File: config.mk
export PLATFORM = sky130hd
export DESIGN_NAME = ens0_layer2_outreg
export DESIGN_NICKNAME = d
export VERILOG_FILES = /design/src/rtl/ens0_layer2_outreg.sv
export SDC_FILE = /design/constraint.sdc
export NUM_CORES = 1
export LEC_CHECK = 0
export BUFFER_PORTS_ARGS = -buffer_cell sky130_fd_sc_hd__buf_2
export CAP_MARGIN = 0
export CORE_ASPECT_RATIO = 0.8
export CORE_MARGIN = 3
export CORE_UTILIZATION = 35
export CTS_CLUSTER_SIZE = 10
export DETAILED_ROUTE_END_ITERATION = 12
export PLACE_DENSITY_LB_ADDON = 0.15
export REMOVE_ABC_BUFFERS = 1
export SYNTH_ARGS = -nofsm -noshare
export SYNTH_HDL_FRONTEND = slang
export SYNTH_SLANG_ARGS = --single-unit
File: constraint.sdc
create_clock -name clk -period 1.65 [get_ports clk]
set_input_delay 0.0825 -clock clk [delete_from_list [all_inputs] [get_ports clk]]
set_output_delay 0.0825 -clock clk [all_outputs]
set_load 0.005 [all_outputs]
File: src/rtl/ens0_layer2_outreg.sv
// Output register stage for layer-2 neuron LUTs of ensemble member 0.
// Tags each accepted vector with a sequence number and buffers it in a 2-entry skid buffer.
module ens0_layer2_outreg #(
  parameter int unsigned DATA_WIDTH = 128,
  parameter int unsigned TAG_WIDTH  = 8
) (
  input  logic                  clk,
  input  logic                  rst,
  input  logic                  in_valid,
  output logic                  in_ready,
  input  logic [DATA_WIDTH-1:0] in_data,
  output logic                  out_valid,
  input  logic                  out_ready,
  output logic [DATA_WIDTH-1:0] out_data,
  output logic [TAG_WIDTH-1:0]  out_tag,
  output logic [1:0]            occupancy
);

  // State encoding doubles as the occupancy count.
  localparam logic [1:0] EMPTY = 2'd0;
  localparam logic [1:0] ONE   = 2'd1;
  localparam logic [1:0] FULL  = 2'd2;

  logic [1:0]            state;
  logic [1:0]            state_nxt;
  logic [DATA_WIDTH-1:0] main_data;
  logic [TAG_WIDTH-1:0]  main_tag;
  logic [DATA_WIDTH-1:0] skid_data;
  logic [TAG_WIDTH-1:0]  skid_tag;
  logic [TAG_WIDTH-1:0]  tag_cnt;

  logic accept;
  logic consume;
  logic load_main_in;
  logic load_main_skid;
  logic load_skid;

  // Handshake decode: in_ready depends on the state register and rst only.
  assign in_ready  = (state != FULL) & ~rst;
  assign out_valid = (state != EMPTY);
  assign occupancy = state;
  assign out_data  = main_data;
  assign out_tag   = main_tag;
  assign accept    = in_valid & in_ready;
  assign consume   = out_valid & out_ready;

  // State register.
  always_ff @(posedge clk) begin
    if (rst) begin
      state <= EMPTY;
    end else begin
      state <= state_nxt;
    end
  end

  // Next-state and datapath load selects.
  always_comb begin
    state_nxt      = state;
    load_main_in   = 1'b0;
    load_main_skid = 1'b0;
    load_skid      = 1'b0;
    case (state)
      EMPTY: begin
        if (accept) begin
          load_main_in = 1'b1;
          state_nxt    = ONE;
        end
      end
      ONE: begin
        if (accept && consume) begin
          load_main_in = 1'b1;
        end else if (accept) begin
          load_skid = 1'b1;
          state_nxt = FULL;
        end else if (consume) begin
          state_nxt = EMPTY;
        end
      end
      FULL: begin
        if (consume) begin
          load_main_skid = 1'b1;
          state_nxt      = ONE;
        end
      end
      default: state_nxt = EMPTY;
    endcase
  end

  // Main/skid storage and sequence tag counter.
  always_ff @(posedge clk) begin
    if (rst) begin
      main_data <= '0;
      main_tag  <= '0;
      skid_data <= '0;
      skid_tag  <= '0;
      tag_cnt   <= '0;
    end else begin
      if (load_main_in) begin
        main_data <= in_data;
        main_tag  <= tag_cnt;
      end else if (load_main_skid) begin
        main_data <= skid_data;
        main_tag  <= skid_tag;
      end
      if (load_skid) begin
        skid_data <= in_data;
        skid_tag  <= tag_cnt;
      end
      if (accept) begin
        tag_cnt <= tag_cnt + TAG_WIDTH'(1);
      end
    end
  end

endmodule
==> impl_metrics.csv <==
group,metric,value,unit
route,vias,11030,
worst_setup_path,rr_worst_depth,5,
route,dr.pass1.iters,5,
sta,period_share,0.9525,
flow_run,maxCapViolCount,0,
worst_setup_path,startpoint,"occupancy[0]",
sta,hold_viol_final,0,
pwr,cellPowerDensity,993.1,mW/mm2
sta,holdWs,0.08796,ns
worst_setup_path,r2r-end,"out_data[104]",
worst_setup_path,endpoint,"out_data[104]",
sta,setup-tns-final,0,ns
floorplanning,die_width,208.9,um
sta,drv_slew,0,
sta,finalCriticalPeriod,1.572,ns
cts,clock_path_buffers,3,
floorplanning,boundaryPins,272,
placed_design,dpl_cell_area,0.01349,mm2
pwr,p_leak,6.188,nW
finish,area_delta_synth_final,38.96,%
cts,cts_tree,"yes",
sta,rsz0062_at_grt,"true",
cts,path_clk_slew,0.05,ns
cts,cts_inserted_buffers,34,
synthesis,yosysSeqAreaShare,0.4897,
sta,slew_headroom,0.7271,
cts,htree_num_levels,2,
finish,design_area,0.01602,mm2
synthesis,synth.distinct_cells,30,
synthesis,yosysWarnings,0,
pwr,total_power,0.01591,W
pwr,peakVddDrop,569.4,uV
floorplanning,coreArea,0.03193,mm2
worst_setup_path,r2r_start,"occupancy[0]",
placed_design,port_buffers,271,
placed_design,dpl.hpwl,20940,um
sta,clock_skew,0.008510,ns
sta,fmax,636.3,MHz
worst_setup_path,reg2reg_setup_slack,0.08,ns
route,drt_iter0_drc,786,
synthesis,syn_avg_cell_area,8.193,um2
finish,drive_gt1_frac,0.2660,
global_route,grt_pass1_vias,10480,
global_route,antenna_found_initial,0,
route,wl_per_cell,16.41,um
cts,clock_latency,0.51,ns
placed_design,place_congestion,0.7474,
synthesis,ys_ff_latch,282,
global_route,track_usage,0.1923,
global_route,grt_overflow,0,
global_route,grt_max_degree,79,
route,drtAntennaViolNets,0,
route,drcViolationCount,0,
synthesis,synthCells,1407,
sta,worst_pin_slew,0.4093,ns
cts,cts.sinks,282,
worst_hold_path,holdPathStages,4,
finish,diodes,0,
global_route,grt_pass1_wl,56290,um
worst_setup_path,cp-start-kind,"flip-flop",
worst_setup_path,required,2.03,ns
sta,setup_viol,0,
floorplanning,rows,58,
worst_setup_path,worstSetupPathType,"reg2reg",
worst_setup_path,worst_ep_arrival_time,1.95,ns
synthesis,syn-cell-area,0.01153,mm2
route,totalWireLength,36200,um
floorplanning,die_area,0.03516,mm2
floorplanning,initial_core_util,0.3610,
route,avgViaCountPerCell,4.999,
worst_hold_path,hp-class,"in2reg",
status,status,"complete, no violations",
floorplanning,die_h,168.3,um
worst_setup_path,endpoint_kind,"flip-flop",
worst_setup_path,critPathMaxFanout,20,
finish,fin_nets,1912,
cts,clockRootBuffer,"clkbuf_16",
[worst max-delay path, stage by stage, from the launching register on]
cell and delay, ns:
dfxtp_1 0.31, nor2b_4 0.15, or3_4 0.51, clkbuf_16 0.25
nor2_1 0.16, a311oi_2 0.06
[state kept, by name (all words and copies together), names as in the netlist]
signal and cells:
out_data 128, skid_data 128, out_tag 8, skid_tag 8, tag_cnt 8, occupancy 2
[layer usage]
layer | GRT usage | vias to the layer above | share of wire
met5 | 0 | - | 0
met1 | 0.2667 | 5182 | 0.48
met3 | 0.03074 | 61 | 0.052
li1 | - | 5464 | -
met2 | 0.3078 | 321 | 0.45
met4 | 0.06170 | 0 | 0.022
[cells in the mapped netlist (all sizes together)]
| library cell | number | area share |
|---|---|---|
| a21oi | 140 | 0.061 |
| a311oi | 136 | 0.15 |
| and2 | 3 | 0.0016 |
| and3 | 1 | 0.00054 |
| and4 | 1 | 0.00076 |
| buf | 59 | 0.033 |
| clkbuf | 64 | 0.021 |
| dfxtp | 282 | 0.49 |
| ha | 1 | 0.0011 |
| mux2i | 1 | 0.00087 |
| nand2 | 546 | 0.18 |
| nand2b | 3 | 0.0023 |
| nand3 | 4 | 0.0017 |
| nand4 | 4 | 0.0022 |
| nor2 | 144 | 0.047 |
| nor2b | 3 | 0.0025 |
| nor3 | 2 | 0.0018 |
| o21ai | 2 | 0.00087 |
| o22a | 1 | 0.00076 |
| or2 | 1 | 0.00054 |
| or3 | 3 | 0.0016 |
| xor2 | 6 | 0.0046 |
[kinds of logic (layout without fill, tap and decap cells)]
kind of cell,count (synthesis),in the layout,share of synthesized area
AO/OA/AOI/OAI,279,279,0.2092
buffers and inverters,123,501,0.05405
AND/OR/NAND/NOR,715,716,0.2405
flip-flops,282,282,0.4897
XOR/XNOR,6,6,0.004559
adder cells (fa/ha/maj),1,1,0.001085
multiplexers,1,1,0.0008684
[where the power goes]
| part | total, W | switching, W | leakage (nW) | internal, W |
|---|---|---|---|---|
| logic | 0.00189 | 0.000974 | 3.41 | 0.000914 |
| clock network | 0.00673 | 0.00268 | 0.475 | 0.00405 |
| registers | 0.00729 | 0.000168 | 2.30 | 0.00712 |
[area by class of cell]
cell class                      count  area (um2)
Clock buffer                       43       968.4
Fill cell                        2999       15910
Multi-Input combinational cell   1003        5364
Timing Repair Buffer              458        3515
Tap cell                          420       525.5
Sequential cell                   282        5645
[per-stage QoR]
stage | setup WS (ns) | std cells | utilization
after global routing | -0.02207 | 2206 | 0.5016
final | 0.07836 | 2206 | 0.5016
after CTS | 0.01018 | 2199 | 0.4946
after detailed placement | 0.01750 | 2025 | 0.4225
after global placement | 0.05267 | 2025 | 0.4225
after floorplan | -5.153 | 1284 | -
[cells in the final DEF, fill, tap and decap left out, types with 40 or more instances in the layout]
cell type | netlist | routed
dlygate4sd3_1 | 0 | 130
dfxtp_1 | 282 | 282
a311oi_1 | 56 | 49
clkbuf_16 | 0 | 40
a311oi_2 | 80 | 87
nor2_1 | 144 | 134
a21oi_1 | 140 | 140
buf_2 | 42 | 270
nand2_1 | 545 | 545
[what timing repair did]
action                     4_1_cts  5_1_grt
setup endpoints to repair        3       75
hold buffers                   130        0
cloned                           1        5
hold endpoints to repair       259        0
gates resized for setup          2       28
buffers inserted                 0        2
pin swaps                        0        2
[how the worst min path moves through the flow]
| stage | start | endpoint | slack [ns] |
|---|---|---|---|
| 2_1_floorplan | rst | out_data[17] | 0.15 |
| 3_5_place_dp | rst | skid_tag[0] | 0.32 |
| 3_3_place_gp | rst | occupancy[0] | 0.32 |
| 5_1_grt | in_valid | tag_cnt[1] | 0.1 |
| 6_report | in_valid | tag_cnt[1] | 0.09 |
| 4_1_cts | in_valid | tag_cnt[1] | 0.04 |
Power figures use the tool's default switching activity.
